**src/rtl/div_seq.sv**
```systemverilog
// Iterative RV32M divide/remainder unit: one restoring step per cycle,
// stalls the E stage while busy and returns a registered result with a done pulse.
module div_seq #(
  parameter int DATA_W = 32,
  parameter int CNT_W  = 5
) (
  input  logic              clk_i,
  input  logic              rst_i,
  input  logic              E_start_i,
  input  logic [2:0]        E_funct3_i,
  input  logic [DATA_W-1:0] E_val1_i,
  input  logic [DATA_W-1:0] E_val2_i,
  input  logic              flush_i,
  output logic              e_stall_o,
  output logic              e_done_o,
  output logic [DATA_W-1:0] e_divE_o
);

  typedef enum logic [1:0] {
    S_IDLE = 2'd0,
    S_CALC = 2'd1,
    S_SIGN = 2'd2,
    S_DONE = 2'd3
  } state_t;

  localparam logic [DATA_W-1:0] MIN_NEG = {1'b1, {(DATA_W-1){1'b0}}};

  state_t            r_state;
  state_t            w_next;
  logic [DATA_W-1:0] r_quo;
  logic [DATA_W-1:0] r_rem;
  logic [DATA_W-1:0] r_dvs;
  logic [DATA_W-1:0] r_res;
  logic [CNT_W-1:0]  r_cnt;
  logic              r_is_rem;
  logic              r_qsign;
  logic              r_rsign;

  logic              w_start;
  logic              w_signed_in;
  logic              w_rem_in;
  logic              w_sign1;
  logic              w_sign2;
  logic              w_div0;
  logic              w_ovf;
  logic [DATA_W-1:0] w_abs1;
  logic [DATA_W-1:0] w_abs2;
  logic [DATA_W-1:0] w_special_res;
  logic [DATA_W:0]   w_shift;
  logic              w_ge;
  logic [DATA_W-1:0] w_sub;
  logic [DATA_W-1:0] w_rem_nxt;
  logic [DATA_W-1:0] w_quo_fix;
  logic [DATA_W-1:0] w_rem_fix;

  // Operand decode; only 100 (DIV) and 110 (REM) are signed, all other codes act unsigned.
  assign w_start       = (r_state == S_IDLE) && E_start_i && !flush_i;
  assign w_signed_in   = (E_funct3_i == 3'b100) || (E_funct3_i == 3'b110);
  assign w_rem_in      = (E_funct3_i == 3'b110) || (E_funct3_i == 3'b111);
  assign w_sign1       = w_signed_in && E_val1_i[DATA_W-1];
  assign w_sign2       = w_signed_in && E_val2_i[DATA_W-1];
  assign w_abs1        = w_sign1 ? -E_val1_i : E_val1_i;
  assign w_abs2        = w_sign2 ? -E_val2_i : E_val2_i;
  assign w_div0        = (E_val2_i == '0);
  assign w_ovf         = w_signed_in && (E_val1_i == MIN_NEG) && (E_val2_i == '1);
  assign w_special_res = w_div0 ? (w_rem_in ? E_val1_i : '1)
                                : (w_rem_in ? '0 : MIN_NEG);

  // Restoring step: the shifted partial remainder needs one extra bit for the compare.
  assign w_shift   = {r_rem, r_quo[DATA_W-1]};
  assign w_ge      = (w_shift >= {1'b0, r_dvs});
  assign w_sub     = w_shift[DATA_W-1:0] - r_dvs;
  assign w_rem_nxt = w_ge ? w_sub : w_shift[DATA_W-1:0];
  assign w_quo_fix = r_qsign ? -r_quo : r_quo;
  assign w_rem_fix = r_rsign ? -r_rem : r_rem;

  always_ff @(posedge clk_i) begin
    if (rst_i) r_state <= S_IDLE;
    else       r_state <= w_next;
  end

  always_comb begin
    w_next    = r_state;
    e_stall_o = 1'b0;
    e_done_o  = 1'b0;
    case (r_state)
      S_IDLE: begin
        e_stall_o = w_start;
        if (w_start) w_next = (w_div0 || w_ovf) ? S_DONE : S_CALC;
      end
      S_CALC: begin
        e_stall_o = !flush_i;
        if (flush_i)                        w_next = S_IDLE;
        else if (r_cnt == {CNT_W{1'b1}})    w_next = S_SIGN;
      end
      S_SIGN: begin
        e_stall_o = !flush_i;
        w_next    = flush_i ? S_IDLE : S_DONE;
      end
      S_DONE: begin
        e_done_o = 1'b1;
        w_next   = S_IDLE;
      end
      default: w_next = S_IDLE;
    endcase
  end

  always_ff @(posedge clk_i) begin
    if (rst_i) begin
      r_quo    <= '0;
      r_rem    <= '0;
      r_dvs    <= '0;
      r_res    <= '0;
      r_cnt    <= '0;
      r_is_rem <= 1'b0;
      r_qsign  <= 1'b0;
      r_rsign  <= 1'b0;
    end else begin
      case (r_state)
        S_IDLE: begin
          if (w_start) begin
            r_quo    <= w_abs1;
            r_dvs    <= w_abs2;
            r_rem    <= '0;
            r_cnt    <= '0;
            r_is_rem <= w_rem_in;
            r_qsign  <= w_sign1 ^ w_sign2;
            r_rsign  <= w_sign1;
            if (w_div0 || w_ovf) r_res <= w_special_res;
          end
        end
        S_CALC: begin
          if (!flush_i) begin
            r_rem <= w_rem_nxt;
            r_quo <= {r_quo[DATA_W-2:0], w_ge};
            r_cnt <= r_cnt + 1'b1;
          end
        end
        S_SIGN: begin
          if (!flush_i) r_res <= r_is_rem ? w_rem_fix : w_quo_fix;
        end
        default: ;
      endcase
    end
  end

  assign e_divE_o = r_res;

endmodule

```
**config.mk**
```make
export PLATFORM = sky130hd
export DESIGN_NAME = div_seq
export DESIGN_NICKNAME = d
export VERILOG_FILES = /design/src/rtl/div_seq.sv
export SDC_FILE = /design/constraint.sdc
export NUM_CORES = 1
export LEC_CHECK = 0
export BUFFER_PORTS_ARGS = -buffer_cell sky130_fd_sc_hd__buf_2
export CAP_MARGIN = 10
export CELL_PAD_IN_SITES_DETAIL_PLACEMENT = 2
export CELL_PAD_IN_SITES_GLOBAL_PLACEMENT = 2
export CORE_MARGIN = 2
export CORE_UTILIZATION = 35
export CTS_BUF_LIST = sky130_fd_sc_hd__clkbuf_16
export DETAILED_ROUTE_END_ITERATION = 10
export GPL_TIMING_DRIVEN = 0
export PLACE_DENSITY_LB_ADDON = 0.12
export SLEW_MARGIN = 20
export SYNTH_ARGS = -nofsm -noshare
export SYNTH_HDL_FRONTEND = slang
export SYNTH_SLANG_ARGS = --single-unit
```
**constraint.sdc**
```tcl
create_clock -name clk_i -period 8.2 [get_ports clk_i]
set_input_delay 1.23 -clock clk_i [delete_from_list [all_inputs] [get_ports clk_i]]
set_output_delay 1.23 -clock clk_i [all_outputs]
set_load 0.02 [all_outputs]
```
# == Yosys cells after proc, flatten, opt, wreduce, memory -nomap -nowiden ==
# Index checks and enable logic that the tools add are counted.
# totals
register_bits,138
latchBits,0
mem_bits_rw,0
romBits,0
input_bits,71
output_inout_bits,34
wordCells,80
memories,0
# classes
n_addsub,6
n_mul,0
div,0
magnitude_cmp,1
eq_ne,14
n_shift,0
mux,30
bitwise_logic,1
reduce_logical,19
# op_table
cell,count
$mux W32,16
$pmux W32 S2,3
$neg A32 Y32,4
$eq A32 B32 Y1 const B,2
$ge A33 B32 Y1,1
$logic_not A32 Y1,1
$sub A32 B32 Y32,1
$mux W2,5
$mux W5,2
$pmux W5 S2,1
$eq A3 B3 Y1 const B,3
$pmux W2 S4,1
$logic_and A1 B1 Y1,6
$ne A2 B2 Y1 const B,3
$add A5 B1 Y5 const B,1
$eq A5 B5 Y1 const B,1
$eq A2 B2 Y1 const B,2
$reduce_and A2 Y1,2
$reduce_and A4 Y1,1
$reduce_bool A2 Y1,2
$logic_or A1 B1 Y1,3
$ne A3 B3 Y1 const B,1
$reduce_and A3 Y1,1
$eq A2 B1 Y1 const B,1
7 further kinds,7

# == Logic depth before layout (Yosys ltp) ==
# Gate-level depths: netlist of the first run.
# logic_depth
depth_word,8
mapped_depth,13
ltp_nobuf,12

# == Least setup slack after synthesis of the first run ==
# No wires, ideal clock.
# synth_path
path_kind,input port to flip-flop
from,in E_val2_i[10]
to,reg r_res[20] (netlist: e_divE_o[20])
setup_ns,0.119
arrival_ns,3.530
required_time_ns,8.081
slack_ns,4.551
cell_stages,9
path_buffers,1
cell_sequence,or3_4 or4_4 nor4_4 nand2_2 o41a_1 o22ai_4 buf_6 o21ai_1 o221a_1
# synth_via
elab_chain_cells,5
word_cells_on_any_way,10
cone_classes,eq/ne (2); mux (4); reduce/logical (4)
# synth_lines
element,line_no,source
"start, declared",12,"input logic [DATA_W-1:0] E_val2_i,"
$logic_not A32 Y1 / $eq A32 B32 Y1 (equally long branches),"64, 65",
$mux W32 / $logic_and A1 B1 Y1 (equally long branches),"66, 65",
$mux W32 / $logic_or A1 B1 Y1 (equally long branches),129,if (w_div0 || w_ovf) r_res <= w_special_res;
$mux W32 / $ne A2 B1 Y1 (equally long branches),n/a,
$pmux W32 S2 / $reduce_and A4 Y1 (equally long branches),n/a,
"end signal, assigned",129,
"end signal, assigned",140,if (!flush_i) r_res <= r_is_rem ? w_rem_fix : w_quo_fix;
"end, declared",33,logic [DATA_W-1:0] r_res;
# Several ways; a longest one is shown, not always the timed one. The select of a mux whose other input is x is not followed.
# A chain may end at the register's enable or synchronous reset.

# == Final worst setup path of the first run ==
# layout_path
from,in E_val2_i[10]
to,reg r_res[25] (netlist: e_divE_o[25])
# The elaborated chain is that of the path after synthesis.

==> flow_summary.yaml, run 1 <==
global_routing:
  grt-ovfl-total: 0
  grt_pass1_vias: 11931
  grt_max_degree: 17
  grt_use_total: 0.291
  grt_pass1_wl_mm: 70.7
  antenna_found_initial: 2
sta:
  slew_headroom: 0.272
  finalHoldViolCount: 0
  setup_viol: 0
  worst_pin_slew_ns: 1.08
  skew_ns: 0.0126
  whs_ns: 0.454
  slew_violations: 0
  fin_crit_sh: 0.532
  fmax_mhz: 229
  post-route-min-period_ns: 4.36
  rsz0062_at_grt: "no"
  timing.setup.tns_ns: 0
cts:
  tritoncts: "yes"
  root_buffer: "clkbuf_16"
  h-tree-depth: 4
  cts.sinks: 138
  holdBufCountCts: 0
  clkSlewWorstSetupHoldPaths_ns: 0.06
  cts_setup_buffers: 0
  cts.repair.resized: 0
  cts_buffers: 17
  clock_path_buffers: 2
  worstSkewPairLatency_ns: 0.44
hold_path:
  hold_depth: 2
  hold_path_class: "reg2reg"
logic_synthesis:
  synth_area_leaders: "dfxtp_1, nand2_1, xor2_1"
  synthCells: 1445
  syn_area_um2: 10800
  synth.avg_cell_area_um2: 7.45
  yosysSeqAreaShare: 0.257
  synth_nets: 1561
  synth_top_area_cell: "dfxtp_1"
  synth_top_cell_area_share: 0.257
  async_flop_share: 0
  yosysWarnings: 0
  synth_seq_cells: 138
  synth_edf_count: 0
  synth_top_flop_cell: "dfxtp_1"
  synth_cell_types: 78
power:
  leakagePower_uw: 0.00476
  power_switching_uw: 1300
  clkPwrFrac: 0.265
  p_sw_frac: 0.438
  p_int_uw: 1660
  ir_worst_vdd_uv: 145
  comb_power_share: 0.454
  power_density_nw_per_um2: 240
  pwr-share-seq: 0.281
routing:
  first_pass_iters: 5
  avgRoutedWirePerCell_um: 23.5
  wl_met1_mm: 22.0
  vias: 11575
  via_per_inst: 5.86
  dr_wl_met2_mm: 21.3
  drt_iter0_markers: 727
  dr.max_layer_used: "met4"
  ant_nets: 0
  drc: 0
  dr_wl_met3_mm: 2.38
  drt_wl_total_mm: 46.4
setup_path:
  worstSetupPathDepth: 10
  cp_cell_sequence: "buf_2 > or3_4 > or4_4 > nor4_4 > nand2_2 > o41a_1 > o22ai_4 > buf_4 > o2111ai_1 > a21oi_1"
  cp-start-kind: "primary input"
  arrival_ns: 4.72
  cp_slowest_cell: "nor4_4"
  cp.required_ns: 8.56
  endpoint_kind: "flop"
  path_buf_inv: 2
  rr_worst_depth: 12
  cpPeakStageDelay_ns: 0.81
  critical_path.top_delay_family: "simple AND/OR/NAND/NOR gates"
  crit_type: "in2reg"
  cp_max_fo: 10
floorplanning:
  boundaryPins: 105
  core_area_um2: 30400
  rows: 64
  initial_core_util: 0.354
  die_h_um: 179
  die_x_um: 179
  die_area_um2: 32200
run_status:
  status: "completed"
placement:
  place_inst: 1944
  hpwl_mm: 36.8
  gp_congestion: 0.895
  io_buffers: 103
finish:
  final_net_count: 1683
  syn_to_final_growth_pct: 14.7
  diodes: 0
  fin_cells: 1975
  final_common_cell: "nand2_1"
  final_cell_mix: "nand2_1, nor2_1, dfxtp_1"
  drive_above_1_share: 0.109
  nFillCells: 3658
run:
  max_cap_viol_count: 0
cell families (layout without fill, tap and decap cells):
group / after synthesis / in the layout / share of synthesized area
multiplexers: 32 / 32 / 0.0299
buffers and inverters: 155 / 289 / 0.0569
flip-flops: 138 / 138 / 0.257
AND/OR/NAND/NOR: 493 / 493 / 0.213
adder cells (fa/ha/maj): 45 / 45 / 0.0530
XOR/XNOR: 143 / 143 / 0.116
AO/OA/AOI/OAI: 439 / 439 / 0.274
Yosys cell counts, types with 11 or more instances:
cell type and n:
ha_1 44, a21o_1 15, clkbuf_1 82, o41ai_1 19, xnor2_1 69, nand4_1 15, a211oi_1 28, a31oi_1 23
o31ai_1 26, or3_1 19, a311oi_1 20, nor4_1 11, nor3_1 28, inv_1 58, nand2_1 176, nand2b_1 11
nor2_1 142, mux2i_1 31, dfxtp_1 138, o21ai_0 115, nand3_1 36, or4_1 12, a21oi_1 97, xor2_1 74
sequential cells by signal, summed over array words and instances, names as in the netlist:
| signal | count |
|---|---|
| r_state | 2 |
| r_quo | 32 |
| r_dvs | 32 |
| r_rem | 32 |
| e_divE_o | 32 |
| r_rsign | 1 |
| r_qsign | 1 |
| r_cnt | 5 |
| r_is_rem | 1 |
metal layers:
| layer | up-vias | GRT usage |
|---|---|---|
| met4 | 0 | 0.0642 |
| met1 | 5772 | 0.410 |
| met5 | - | 0 |
| met3 | 48 | 0.0414 |
| li1 | 5462 | - |
| met2 | 293 | 0.471 |
layout make-up:
class / instances / area [µm²] / area share
inverter: 58 / 218 / 0.0176
clock buffer: 17 / 425 / 0.0345
timing repair buffer: 103 / 515 / 0.0418
buffer: 97 / 394 / 0.0319
sequential: 138 / 2760 / 0.224
tap: 396 / 495 / 0.0401
multi-input combinational: 1152 / 7390 / 0.599
clock inverter: 14 / 140 / 0.0114
worst register-to-register path, delay by kind of cell, from the launching register on:
family                   cells  cell delay [ns]
AO/OA/AOI/OAI                7             2.05
adder cells (fa/ha/maj)      1             0.30
buffers and inverters        3             0.96
flip-flops                   1             0.42
AND/OR/NAND/NOR              1             0.15
power by group through the flow:
stage	clock, µW	combinational (µW)	sequential, µW
after global placement	0	1270	840
after detailed placement	0	1310	844
final	786	1350	831
after CTS	795	1330	830
after global routing	823	1470	840
after floorplan	0	883	830
path summary, 6_finish.rpt:
kind | startpoint | endpoint | slack, ns
hold / removal | r_dvs[22]$_SDFFE_PP0P_ | r_dvs[22]$_SDFFE_PP0P_ | 0.45
setup / recovery | E_val2_i[10] | e_divE_o[25]$_SDFFE_PP0P_ | 3.84
setup reg to reg | r_dvs[1]$_SDFFE_PP0P_ | r_quo[0]$_SDFFE_PP0P_ | 4.18
hold reg to reg | r_dvs[22]$_SDFFE_PP0P_ | r_dvs[22]$_SDFFE_PP0P_ | 0.45
metrics by stage:
| step | util | area, µm² | power, µW | worst slack, ns |
|---|---|---|---|---|
| after floorplan | - | 10800 | 1710 | 4.55 |
| after global placement | 0.387 | 11800 | 2110 | 3.51 |
| after detailed placement | 0.387 | 11800 | 2160 | 3.45 |
| after CTS | 0.406 | 12300 | 2960 | 3.90 |
| after global routing | 0.406 | 12300 | 3130 | 3.70 |
| final | 0.406 | 12300 | 2960 | 3.84 |
(Power assumes the default switching activity.)
==> run 2, diff against run 1 <==
--- a/config.mk
+++ b/config.mk
@@ -10,7 +10,7 @@
 export CELL_PAD_IN_SITES_DETAIL_PLACEMENT = 2
 export CELL_PAD_IN_SITES_GLOBAL_PLACEMENT = 2
 export CORE_MARGIN = 2
-export CORE_UTILIZATION = 35
+export CORE_UTILIZATION = 32
 export CTS_BUF_LIST = sky130_fd_sc_hd__clkbuf_16
 export DETAILED_ROUTE_END_ITERATION = 10
 export GPL_TIMING_DRIVEN = 0
==> constraint.sdc (replaced) <==
create_clock -name clk_i -period 3.7 [get_ports clk_i]
set_input_delay 0.555 -clock clk_i [delete_from_list [all_inputs] [get_ports clk_i]]
set_output_delay 0.555 -clock clk_i [all_outputs]
set_load 0.02 [all_outputs]
==> flow_summary.yaml, run 2 (same netlist as run 1, synthesis figures left out) <==
sta:
  whs_ns: 0.415
  fin_ws_ns: 0.101
  setup_viol: 0
  worst_pin_slew_ns: 0.950
  finalHoldViolCount: 0
  fmax_mhz: 278
  rsz0062_at_grt: "no"
  slew_violations: 0
  timing.setup.tns_ns: 0
  skew_ns: 0.0111
  post-route-min-period_ns: 3.60
  fin_crit_sh: 0.973
  slew_headroom: 0.364
cts:
  clkSlewWorstSetupHoldPaths_ns: 0.06
  root_buffer: "clkbuf_16"
  holdBufCountCts: 0
  cts.sinks: 138
  clock_path_buffers: 2
  cts_buffers: 17
  worstSkewPairLatency_ns: 0.45
  h-tree-depth: 4
  cts_setup_buffers: 0
  tritoncts: "yes"
setup_path:
  ff2ff_setup_slack_ns: 0.29
  rr_worst_depth: 11
  arrival_ns: 3.97
  cp.required_ns: 4.07
  cpPeakStageDelay_ns: 0.80
  cp-start-kind: "primary input"
  setup.worst_path.start: "E_val2_i[6]"
  cp_cell_sequence: "buf_2 > or4_1 > or2_2 > nor4_4 > nand2_2 > o41a_1 > o22ai_4 > buf_4 > o2111ai_1 > a21oi_1"
  cp_slowest_cell: "nor4_4"
  crit_type: "in2reg"
  cp_max_fo: 10
  endpoint_kind: "flop"
  r2r_end: "r_rem[2]$_SDFFE_PP0P_"
  rr_startpoint: "r_dvs[1]$_SDFFE_PP0P_"
finish:
  final_common_cell: "nand2_1"
  utilization: 0.373
  syn_to_final_growth_pct: 15.6
  final_cell_mix: "nand2_1, nor2_1, dfxtp_1"
  diodes: 0
  final_net_count: 1682
  drive_above_1_share: 0.112
  nFillCells: 4053
power:
  leakagePower_uw: 0.00478
  ir_worst_vdd_uv: 336
  finalPower_uw: 6580
  power_density_nw_per_um2: 529
routing:
  via_per_inst: 5.68
  first_pass_iters: 6
  drt_wl_total_mm: 46.8
  drt_iter0_markers: 571
  avgRoutedWirePerCell_um: 23.1
  vias: 11507
  drc: 0
  ant_nets: 0
placement:
  hpwl_mm: 37.5
  gp_congestion: 0.888
  place_ws_ns: -0.332
  io_buffers: 103
floorplanning:
  core_area_um2: 33400
  initial_core_util: 0.323
  die_area_um2: 35100
  die_x_um: 187
  boundaryPins: 105
  die_h_um: 187
  rows: 67
hold_path:
  min_from: "E_val2_i[31]"
  hold_path_class: "in2reg"
  hold_end: "r_dvs[31]$_SDFFE_PP0P_"
  hold_depth: 3
global_routing:
  grt_pass1_wl_mm: 72.7
  grt_pass1_vias: 12152
  grt_max_degree: 17
  grt-ovfl-total: 0
  antenna_found_initial: 1
  grt_use_total: 0.268
run:
  max_cap_viol_count: 0
run_status:
  status: "completed"
run 2: cell types whose count changed in the layout (fill, tap and decap cells not counted):
cell and change:
a2111oi_1 -1, a2111oi_4 +1, buf_2 -1, clkbuf_1 -2, clkbuf_2 +1, clkbuf_4 +1
o22ai_1 -1, o22ai_2 +1, o31ai_1 -1, o31ai_2 +1
run 2: critical path: cells and delay by family:
family | cells | cell delay [ns]
and+or+nand+nor | 4 | 2.07
AOI/OAI and AO/OA | 4 | 0.90
buffers and inverters | 2 | 0.43
run 2: power breakdown:
part / total, µW / switching (µW) / internal, µW
Clock: 1750 / 711 / 1030
Sequential: 1840 / 185 / 1660
Combinational: 2990 / 1980 / 1010
run 2: worst max-delay path by stage:
stage | end | cells past startpoint
after global placement | e_divE_o[26]$_SDFFE_PP0P_ | 10
after global routing | e_divE_o[26]$_SDFFE_PP0P_ | 10
final | e_divE_o[25]$_SDFFE_PP0P_ | 10
after CTS | r_rem[2]$_SDFFE_PP0P_ | 12
after floorplan | e_divE_o[20]$_SDFFE_PP0P_ | 9
after detailed placement | e_divE_o[25]$_SDFFE_PP0P_ | 10
run 2: cell type report:
| type | instances | area (µm²) | area share |
|---|---|---|---|
| Buffer | 96 | 394 | 0.0317 |
| Clock buffer | 17 | 425 | 0.0342 |
| Clock inverter | 14 | 140 | 0.0113 |
| Inverter | 58 | 218 | 0.0175 |
| Multi-Input combinational cell | 1152 | 7420 | 0.597 |
| Sequential cell | 138 | 2760 | 0.222 |
| Tap cell | 448 | 561 | 0.0451 |
| Timing Repair Buffer | 103 | 515 | 0.0414 |
run 2: metrics by stage:
stage | std cells | instance area (µm²)
global placement | 1996 | 11800
CTS | 2027 | 12400
detailed placement | 1996 | 11800
global route | 2026 | 12400
finish | 2026 | 12400
floorplan | 1445 | 10800
run 2: layer usage:
layer,vias to the layer above,global-route usage,part of all wire
li1,5454,-,-
met1,5796,0.376,0.48
met2,217,0.436,0.46
met3,40,0.0328,0.045
met4,0,0.0657,0.016
met5,-,0,0
run 2: timing repair:
action,CTS,global route
gates resized for setup,4,2
gates cloned,0,0
pin swaps,0,1
setup endpoints to repair,31,28
